## src/rtl/fwd_hazard_unit_pkg.sv

```systemverilog
// Shared definitions for the forwarding / hazard controller.
package fwd_pkg;

  localparam logic [3:0] OPC_LOAD = 4'd10;

  localparam logic [1:0] SEL_RF   = 2'd0;
  localparam logic [1:0] SEL_MEM  = 2'd1;
  localparam logic [1:0] SEL_WB   = 2'd2;
  localparam logic [1:0] SEL_HOLD = 2'd3;

  typedef enum logic {IDLE, MEM_WAIT} fsm_state_t;

endpackage

```

## src/rtl/fwd_hazard_unit_if.sv

```systemverilog
// Pipeline-side bundle for the forwarding / hazard controller.
interface fwd_hazard_unit_if #(
  parameter int REG_AW = 3,
  parameter int NSRC   = 2,
  parameter int CNT_W  = 16
);
  logic                     fwd_en;
  logic                     ex_valid;
  logic [NSRC*REG_AW-1:0]   ex_src;
  logic [NSRC-1:0]          ex_src_used;
  logic                     mem_valid;
  logic                     mem_wb;
  logic                     mem_is_load;
  logic [REG_AW-1:0]        mem_reg;
  logic                     mem_ready;
  logic                     wb_valid;
  logic                     wb_wb;
  logic [REG_AW-1:0]        wb_reg;
  logic                     cnt_clr;
  logic [NSRC*2-1:0]        alu_sel;
  logic                     stall;
  logic                     freeze_mem;
  logic                     bubble;
  logic                     mem_timeout;
  logic [CNT_W-1:0]         stall_cnt;

  modport master (
    output fwd_en, ex_valid, ex_src, ex_src_used, mem_valid, mem_wb, mem_is_load,
           mem_reg, mem_ready, wb_valid, wb_wb, wb_reg, cnt_clr,
    input  alu_sel, stall, freeze_mem, bubble, mem_timeout, stall_cnt
  );

  modport slave (
    input  fwd_en, ex_valid, ex_src, ex_src_used, mem_valid, mem_wb, mem_is_load,
           mem_reg, mem_ready, wb_valid, wb_wb, wb_reg, cnt_clr,
    output alu_sel, stall, freeze_mem, bubble, mem_timeout, stall_cnt
  );
endinterface

```

## src/rtl/fwd_hazard_unit_src_match.sv

```systemverilog
// Priority comparator choosing the operand source for one EX source register.
module fwd_src_match
  import fwd_pkg::*;
#(
  parameter int REG_AW  = 3,
  parameter bit HOLD_EN = 1'b1
) (
  input  logic              en,
  input  logic              used,
  input  logic [REG_AW-1:0] src,
  input  logic              mem_fwd,
  input  logic [REG_AW-1:0] mem_reg,
  input  logic              wb_fwd,
  input  logic [REG_AW-1:0] wb_reg,
  input  logic              hold_valid,
  input  logic [REG_AW-1:0] hold_reg,
  output logic [1:0]        sel
);

  // MEM beats WB beats hold tag; r0 is hard-wired and never forwarded
  always_comb begin
    sel = SEL_RF;
    if (en && used && (src != '0)) begin
      if (mem_fwd && (src == mem_reg))
        sel = SEL_MEM;
      else if (wb_fwd && (src == wb_reg))
        sel = SEL_WB;
      else if (HOLD_EN && hold_valid && (src == hold_reg))
        sel = SEL_HOLD;
    end
  end

endmodule

```

## src/rtl/fwd_hazard_unit.sv

```systemverilog
// Forwarding select, load-use stall and memory-wait sequencing for EX/MEM/WB.
module fwd_hazard_unit
  import fwd_pkg::*;
#(
  parameter int REG_AW      = 3,
  parameter int NSRC        = 2,
  parameter int OPC_W       = 4,
  parameter bit HOLD_EN     = 1'b1,
  parameter int MEM_TIMEOUT = 16,
  parameter int CNT_W       = 16
) (
  input logic               clk,
  input logic               rst_n,
  fwd_hazard_unit_if.slave  bus
);

  localparam int WAIT_W = $clog2(MEM_TIMEOUT + 1);
  localparam logic [WAIT_W-1:0] WAIT_MAX = WAIT_W'(MEM_TIMEOUT);

  if (OPC_W < $bits(OPC_LOAD)) begin : g_opc_chk
    $error("OPC_W too narrow to hold OPC_LOAD");
  end

  fsm_state_t        state, state_nxt;
  logic [WAIT_W-1:0] wait_cnt, wait_nxt;
  logic              hold_valid;
  logic [REG_AW-1:0] hold_reg;
  logic              timeout_q;
  logic [CNT_W-1:0]  cnt_q;
  logic [NSRC*2-1:0] sel_w;
  logic              en, any_mem, hazard;
  logic              stall_c, freeze_c, bubble_c, timeout_set;

  // Reset also silences the combinational outputs
  assign en = bus.fwd_en & rst_n;

  for (genvar i = 0; i < NSRC; i++) begin : g_src
    fwd_src_match #(.REG_AW(REG_AW), .HOLD_EN(HOLD_EN)) u_match (
      .en         (en),
      .used       (bus.ex_src_used[i]),
      .src        (bus.ex_src[i*REG_AW +: REG_AW]),
      .mem_fwd    (bus.mem_valid & bus.mem_wb),
      .mem_reg    (bus.mem_reg),
      .wb_fwd     (bus.wb_valid & bus.wb_wb),
      .wb_reg     (bus.wb_reg),
      .hold_valid (hold_valid),
      .hold_reg   (hold_reg),
      .sel        (sel_w[i*2 +: 2])
    );
  end

  // Any source currently forwarded from MEM
  always_comb begin
    any_mem = 1'b0;
    for (int i = 0; i < NSRC; i++)
      if (sel_w[i*2 +: 2] == SEL_MEM) any_mem = 1'b1;
  end

  assign hazard = en & bus.ex_valid & bus.mem_valid & bus.mem_is_load & bus.mem_wb & any_mem;

  // Next-state and stall/freeze/bubble decode
  always_comb begin
    state_nxt   = state;
    wait_nxt    = wait_cnt;
    stall_c     = 1'b0;
    freeze_c    = 1'b0;
    bubble_c    = 1'b0;
    timeout_set = 1'b0;
    case (state)
      IDLE: begin
        if (en && bus.mem_valid && bus.mem_is_load && !bus.mem_ready) begin
          stall_c   = 1'b1;
          freeze_c  = 1'b1;
          state_nxt = MEM_WAIT;
          wait_nxt  = WAIT_W'(1);
        end else if (hazard && bus.mem_ready) begin
          stall_c  = 1'b1;
          bubble_c = 1'b1;
        end
      end
      MEM_WAIT: begin
        if (!en) begin
          state_nxt = IDLE;
          wait_nxt  = '0;
        end else if (bus.mem_ready) begin
          stall_c   = hazard;
          bubble_c  = hazard;
          state_nxt = IDLE;
          wait_nxt  = '0;
        end else if (wait_cnt < WAIT_MAX) begin
          stall_c  = 1'b1;
          freeze_c = 1'b1;
          wait_nxt = wait_cnt + 1'b1;
        end else begin
          timeout_set = 1'b1;
          state_nxt   = IDLE;
          wait_nxt    = '0;
        end
      end
      default: begin
        state_nxt = IDLE;
        wait_nxt  = '0;
      end
    endcase
  end

  // Control state: FSM, wait counter, sticky timeout, stall counter, hold valid
  always_ff @(posedge clk or negedge rst_n) begin
    if (!rst_n) begin
      state      <= IDLE;
      wait_cnt   <= '0;
      timeout_q  <= 1'b0;
      cnt_q      <= '0;
      hold_valid <= 1'b0;
    end else begin
      state    <= state_nxt;
      wait_cnt <= wait_nxt;
      if (timeout_set) timeout_q <= 1'b1;
      if (bus.cnt_clr)
        cnt_q <= '0;
      else if (stall_c && (cnt_q != '1))
        cnt_q <= cnt_q + 1'b1;
      if (bus.wb_valid && bus.wb_wb && (bus.wb_reg != '0)) hold_valid <= 1'b1;
    end
  end

  // Hold tag register id follows the last real WB write
  always_ff @(posedge clk) begin
    if (bus.wb_valid && bus.wb_wb && (bus.wb_reg != '0)) hold_reg <= bus.wb_reg;
  end

  assign bus.alu_sel     = sel_w;
  assign bus.stall       = stall_c;
  assign bus.freeze_mem  = freeze_c;
  assign bus.bubble      = bubble_c;
  assign bus.mem_timeout = timeout_q;
  assign bus.stall_cnt   = cnt_q;

endmodule

```

## src/flat_wrapper.sv

```systemverilog
// flat-port wrapper written by rule: the top's interface ports become plain ports
module fwd_hazard_unit_flat import fwd_pkg::*;
#(
  parameter int REG_AW      = 3,
  parameter int NSRC        = 2,
  parameter int OPC_W       = 4,
  parameter bit HOLD_EN     = 1'b1,
  parameter int MEM_TIMEOUT = 16,
  parameter int CNT_W       = 16
)
  (clk, rst_n, bus_fwd_en, bus_ex_valid, bus_ex_src, bus_ex_src_used, bus_mem_valid, bus_mem_wb, bus_mem_is_load, bus_mem_reg, bus_mem_ready, bus_wb_valid, bus_wb_wb, bus_wb_reg, bus_cnt_clr, bus_alu_sel, bus_stall, bus_freeze_mem, bus_bubble, bus_mem_timeout, bus_stall_cnt);
  fwd_hazard_unit_if #(.REG_AW(REG_AW), .NSRC(NSRC), .CNT_W(CNT_W)) bus_i ();
  input logic clk;
  input logic rst_n;
  input wire logic [$bits(bus_i.fwd_en)-1:0] bus_fwd_en;
  input wire logic [$bits(bus_i.ex_valid)-1:0] bus_ex_valid;
  input wire logic [$bits(bus_i.ex_src)-1:0] bus_ex_src;
  input wire logic [$bits(bus_i.ex_src_used)-1:0] bus_ex_src_used;
  input wire logic [$bits(bus_i.mem_valid)-1:0] bus_mem_valid;
  input wire logic [$bits(bus_i.mem_wb)-1:0] bus_mem_wb;
  input wire logic [$bits(bus_i.mem_is_load)-1:0] bus_mem_is_load;
  input wire logic [$bits(bus_i.mem_reg)-1:0] bus_mem_reg;
  input wire logic [$bits(bus_i.mem_ready)-1:0] bus_mem_ready;
  input wire logic [$bits(bus_i.wb_valid)-1:0] bus_wb_valid;
  input wire logic [$bits(bus_i.wb_wb)-1:0] bus_wb_wb;
  input wire logic [$bits(bus_i.wb_reg)-1:0] bus_wb_reg;
  input wire logic [$bits(bus_i.cnt_clr)-1:0] bus_cnt_clr;
  output wire logic [$bits(bus_i.alu_sel)-1:0] bus_alu_sel;
  output wire logic [$bits(bus_i.stall)-1:0] bus_stall;
  output wire logic [$bits(bus_i.freeze_mem)-1:0] bus_freeze_mem;
  output wire logic [$bits(bus_i.bubble)-1:0] bus_bubble;
  output wire logic [$bits(bus_i.mem_timeout)-1:0] bus_mem_timeout;
  output wire logic [$bits(bus_i.stall_cnt)-1:0] bus_stall_cnt;
  assign bus_i.fwd_en = bus_fwd_en;
  assign bus_i.ex_valid = bus_ex_valid;
  assign bus_i.ex_src = bus_ex_src;
  assign bus_i.ex_src_used = bus_ex_src_used;
  assign bus_i.mem_valid = bus_mem_valid;
  assign bus_i.mem_wb = bus_mem_wb;
  assign bus_i.mem_is_load = bus_mem_is_load;
  assign bus_i.mem_reg = bus_mem_reg;
  assign bus_i.mem_ready = bus_mem_ready;
  assign bus_i.wb_valid = bus_wb_valid;
  assign bus_i.wb_wb = bus_wb_wb;
  assign bus_i.wb_reg = bus_wb_reg;
  assign bus_i.cnt_clr = bus_cnt_clr;
  assign bus_alu_sel = bus_i.alu_sel;
  assign bus_stall = bus_i.stall;
  assign bus_freeze_mem = bus_i.freeze_mem;
  assign bus_bubble = bus_i.bubble;
  assign bus_mem_timeout = bus_i.mem_timeout;
  assign bus_stall_cnt = bus_i.stall_cnt;
  fwd_hazard_unit #(.REG_AW(REG_AW), .NSRC(NSRC), .OPC_W(OPC_W), .HOLD_EN(HOLD_EN), .MEM_TIMEOUT(MEM_TIMEOUT), .CNT_W(CNT_W)) u_core (.clk(clk), .rst_n(rst_n), .bus(bus_i));
endmodule
```

## config.mk

```make
export PLATFORM = sky130hd
export DESIGN_NAME = fwd_hazard_unit_flat
export DESIGN_NICKNAME = d
export VERILOG_FILES = /design/src/rtl/fwd_hazard_unit_pkg.sv /design/src/rtl/fwd_hazard_unit_if.sv /design/src/rtl/fwd_hazard_unit_src_match.sv /design/src/rtl/fwd_hazard_unit.sv /design/src/flat_wrapper.sv
export SDC_FILE = /design/constraint.sdc
export NUM_CORES = 1
export LEC_CHECK = 0
export CORE_MARGIN = 3
export CORE_UTILIZATION = 30
export DETAILED_ROUTE_END_ITERATION = 10
export HOLD_SLACK_MARGIN = 0.12
export PLACE_DENSITY = 0.61
export SYNTH_ARGS = -nofsm -noshare
export SYNTH_HDL_FRONTEND = slang
export SYNTH_SLANG_ARGS = --single-unit
export TNS_END_PERCENT = 30
```

## constraint.sdc

```tcl
create_clock -name clk -period 4.2 [get_ports clk]
set_clock_uncertainty 0.1 [all_clocks]
set_input_delay 0.42 -clock clk [delete_from_list [all_inputs] [get_ports clk]]
set_output_delay 0.42 -clock clk [all_outputs]
set_load 0.01 [all_outputs]
```

-- After elaboration in Yosys (flattened, before gate mapping)
Index checks and enable logic that the tools add are counted.
- muxes and demuxes: 35
- bitwise logic cells: 9
- add/subtract/negate cells: 2
- reduce and logical (&&, ||, !) cells: 22
- eq/ne operators: 10
- $lt $le $gt $ge: 1
- operators by type and width (cell ; count):
    $mux 16 ; 2
    $mux 5 ; 4
    $eq 3x3->1 ; 6
    $logic_and 1x1->1 ; 17
    $mux 1 ; 17
    $add 16x1->16 const B ; 1
    $mux 2 ; 8
    $ne 16x16->1 const B ; 1
    $pmux 5 s2 ; 1
    $reduce_bool 3->1 ; 3
    $and 1x1->1 ; 8
    $pmux 1 s2 ; 3
    $add 5x1->5 const B ; 1
    $lt 5x5->1 const B ; 1
    $eq 2x1->1 const B ; 2
    $ne 2x1->1 const B ; 1
    $reduce_bool 2->1 ; 1
    $logic_not 1->1 ; 1
    $not 1->1 ; 1
- input port bits: 25
- flip-flop bits (word level): 27
- output and inout port bits: 24

-- Longest topological paths before layout
- depth after elaboration: 17
- mapped depth: 8
- gate-level depth less buffers: 6

-- By module
A second synthesis with hierarchy kept.
- cell total of the unflattened synthesis: 177
- area total of the unflattened synthesis: 1691.6 µm²
- by module, submodules not included (module ; area an instance (µm²) ; seq. area each (µm²) ; cells an instance ; instances):
    fwd_hazard_unit ; 1431.4 ; 690.7 ; 143 ; 1
    fwd_src_match ; 130.1 ; 0.0 ; 17 ; 2

-- Least setup slack after synthesis
Ideal clock, no wire load.
- path kind: register -> register
- start point: register u_core.cnt_q[5] (netlist: u_core.bus.stall_cnt[5])
- end point: register u_core.cnt_q[1] (netlist: u_core.bus.stall_cnt[1])
- cell stages (with the launch flop): 9
- required time: 3.968 ns
- buffers on the path: 2
- arrival time: 1.916 ns
- path slack: 2.052 ns
- clock period less this slack: 2.148 ns
- cell sequence: dfrtp_1 and3_4 nand3_2 or4_4 o31ai_4 buf_8 buf_12 mux2i_1 nor2_1
- cells in the longest elaborated chain, start to end: 3
- ends and longest elaborated chain (item ; RTL line ; text):
    start: declaration ; fwd_hazard_unit.sv:29 ; logic [CNT_W-1:0] cnt_q;
    start signal: assignment ; fwd_hazard_unit.sv:122 ; cnt_q <= cnt_q + 1'b1;
    $ne 16x16->1 ; fwd_hazard_unit.sv:121 ; else if (stall_c && (cnt_q != '1))
    $logic_and 1x1->1 ; fwd_hazard_unit.sv:121 ;
    $reduce_bool 2->1 (no line) ; - ;
Every way passes these cells.
A chain may end at the register's enable or synchronous reset.

-- Worst setup path in the final report
- start point: input port bus_ex_src[5]
- end point: output port bus_stall
- cells in the longest elaborated chain, start to end: 13
- elaborated cells between the ends (all ways): 21
- classes of those cells: eq/ne: 4; mux: 10; bitwise: 1; reduce/logical: 6
- ends and longest elaborated chain (item ; RTL line ; text):
    start: declaration ; flat_wrapper.sv:17 ; input wire logic [$bits(bus_i.ex_src)-1:0] bus_ex_src;
    $eq 3x3->1 ; fwd_hazard_unit_src_match.sv:28 ; else if (HOLD_EN && hold_valid && (src == hold_reg))
    $logic_and 1x1->1 ; fwd_hazard_unit_src_match.sv:28 ;
    $mux 2 ; fwd_hazard_unit_src_match.sv:28 ;
    $mux 2 ; fwd_hazard_unit_src_match.sv:26 ; else if (wb_fwd && (src == wb_reg))
    $mux 2 ; fwd_hazard_unit_src_match.sv:24 ; if (mem_fwd && (src == mem_reg))
    $mux 2 * ; fwd_hazard_unit_src_match.sv:23 ; if (en && used && (src != '0)) begin
    $eq 2x1->1 * ; fwd_hazard_unit.sv:56 ; if (sel_w[i*2 +: 2] == SEL_MEM) any_mem = 1'b1;
    $mux 1 * ; fwd_hazard_unit.sv:56 ;
    $and 1x1->1 * ; fwd_hazard_unit.sv:59 ; assign hazard = en & bus.ex_valid & bus.mem_valid & bus.mem_is_load & bus.mem_wb & any_mem;
    $logic_and 1x1->1 ; fwd_hazard_unit.sv:76 ; end else if (hazard && bus.mem_ready) begin
    $mux 1 ; fwd_hazard_unit.sv:76 ;
    $mux 1 ; fwd_hazard_unit.sv:71 ; if (en && bus.mem_valid && bus.mem_is_load && !bus.mem_ready) begin
    $pmux 1 s2 * ; fwd_hazard_unit.sv:69 ; case (state)
    end: declaration ; flat_wrapper.sv:29 ; output wire logic [$bits(bus_i.stall)-1:0] bus_stall;
Mark *: on every way between the ends. The rest lies on a longest branch, timed or not.

==> qor.yml <==
seq_area_frac_synth: 0.409
dpl_cell_area_um2: 2220
hold_viol: 0
grt_pass1_wl_um: 6980
fin_util: 0.431
post-route-drc-count: 0
rsz0062_at_grt: "false"
endpoint: "bus_stall"
fin_tns_setup_ps: 0
globalRouteTotalUtil: 0.137
drt_first_pass_iters: 4
postCtsSetupBuffers: 0
slowest_stage: "clkdlybuf4s50_1"
synth_area_per_cell_um2: 9.64
finalSetupViolations: 0
yosysWarnings: 0
async_reset_ff_frac: 0.889
globalRouteOverflowTotal: 0
syn_area_um2: 1690
num_rows: 26
cts-root-buf: "clkbuf_8"
tritoncts: "built"
worst_slack_ps: 1170
fmax_mhz: 330
fin_area_um2: 2270
drv_slew: 0
irDropWorstVdd_v: 0.000106
crit_type: "input pin to primary output"
largest_register_ff_count: 16
avgRoutedWirePerCell_um: 14.4
yosys-top-cells-area: "dfrtp_1 36%, xor2_1 7.3%, edfxtp_1 5.3%, a21oi_1 3.9%, nand2_1 3.8%"
grt_max_degree: 29
syn2layout_area_growth_pct: 34.5
cp_slowest_stage_delay_ps: 540
clkTransAtPathRegs_ps: 110
netlist.area_leader.share: 0.356
outcome: "finished clean"
path_cells: "clkdlybuf4s50_1 -> xor2_1 -> nor4_2 -> and3_2 -> or3_1 -> clkdlybuf4s50_1"
cp-end-kind: "primary output"
crit_arrival_ps: 2510
dp_hpwl_um: 3250
multiInputGateArea_um2: 951
seqCellArea_um2: 691
powerDensity_nw_per_um2: 230
clock-sinks: 27
cts_max_level: 1
clk_latency_ps: 290
yosys-top-cells-count: "24 x dfrtp_1, 17 x nand2_1, 14 x xor2_1"
ios: 49
synth_cell_types: 47
cp_num_cells: 6
crit_path_start: "bus_ex_src[5]"
ys.flop_type: "dfrtp_1"
maxCapViolCount: 0
synth_nets: 202
postRouteAntennaNets: 0
ys_seq_elements: 27
crit_path_start_kind: "input pin"
start_util: 0.320
dp_slack_ps: 1140
die_h_um: 81.0
period_share: 0.722
cp_common_cell: "clkdlybuf4s50_1"
worst-path-buf-inv: 2
io_buffers: 48
gp_congestion: 0.771
grt_antenna_before_repair: 0
min_path_type: "input pin to asynchronous set/reset pin"
r2r_cells: 5
hold_buffers: 0
vias: 1517
r2r-start: "u_core.state"
syn-instance-count: 175
routed_wl_um: 4230
fill_cells: 540
cts_resized: 0
synth_edf_count: 3
path_delay_family: "buffers and inverters"
viasPerCell: 5.16
nNetsFinal: 252
clockBufferDepth: 2
fin_crit_ps: 3030
grt_pass1_vias: 1468
crit_required_ps: 3680
r2r_slack_ps: 1980
worst_pin_slew_ps: 1010
drt_iter0_markers: 33
antennaDiodeCount: 0
p_leak_nw: 0.849
final_cells: 294
die-width_um: 81.0
core-area_um2: 5270
r2r-end: "u_core.bus.stall_cnt[1]"
numCtsBuffers: 3
yosysTopAreaCell: "dfrtp_1"
slew_headroom: 0.324
die_area_um2: 6560
drive_above_1_share: 0.0759
synth.most_common_cell: "dfrtp_1"
dp_cells: 290
worstPathMaxFanout: 4
## layout make-up
type | count | area share
multi-input cells | 143 | 0.419
repair buffers | 49 | 0.215
clock inverters | 1 | 0.00386
inverters | 1 | 0.00165
well taps | 70 | 0.0386
clock buffers | 3 | 0.0182
flip-flops and latches | 27 | 0.304
## worst register-to-register path, cell delays in order, from the launching register on
cell and delay (ps):
dfrtp_1 460, mux2_2 280, nor3_4 60, o31ai_4 880, mux2i_1 270, nor2_1 50
## layout by cell type (no fill, tap or decap), drive strengths merged, types with 8 or more instances in the layout
| cell type | netlist | final |
|---|---|---|
| nand2 | 17 | 17 |
| dfrtp | 24 | 24 |
| nand3 | 8 | 8 |
| o21ai | 13 | 13 |
| or3 | 10 | 10 |
| clkdlybuf4s50 | 0 | 48 |
| xor2 | 14 | 14 |
| nor2 | 10 | 10 |
| a21oi | 13 | 13 |
## worst min path at each step
stage / end / slack [ps] / depth (start not counted)
after floorplan: u_core.bus.mem_timeout / 20 / 0
after global placement: u_core.bus.mem_timeout / 360 / 1
after detailed placement: u_core.bus.mem_timeout / 360 / 1
after CTS: u_core.state / 240 / 1
after global routing: u_core.state / 240 / 1
final: u_core.state / 240 / 1
## stage by stage
step / power, mW / hold slack (ps)
after floorplan: 0.316 / 24.4
after global placement: 0.361 / 357
after detailed placement: 0.362 / 365
after CTS: 0.530 / 236
after global routing: 0.547 / 242
final: 0.523 / 241
## cells by family (layout without fill, tap and decap cells)
group	Yosys count	after routing	synth area share
compound gates	43	43	0.165
xor+xnor	20	20	0.104
fa+ha+maj	2	2	0.0148
buf+inv	5	54	0.0274
flops	27	27	0.409
mux	3	3	0.0193
simple gates	75	75	0.261
## metal layers
metal / track usage / part of all wire / vias to the layer above
met5: 0 / 0 / -
li1: - / - / 751
met2: 0.220 / 0.50 / 24
met3: 0.0177 / 0.029 / 5
met4: 0.0507 / 0.017 / 0
met1: 0.187 / 0.45 / 737
## power by group
part	switching (mW)	leakage, nW	internal [mW]	total, mW
registers	0.00546	0.356	0.270	0.275
logic	0.0403	0.467	0.0406	0.0809
clock network	0.0970	0.0261	0.0700	0.167
No activity file was read; power rests on OpenSTA's default activity.
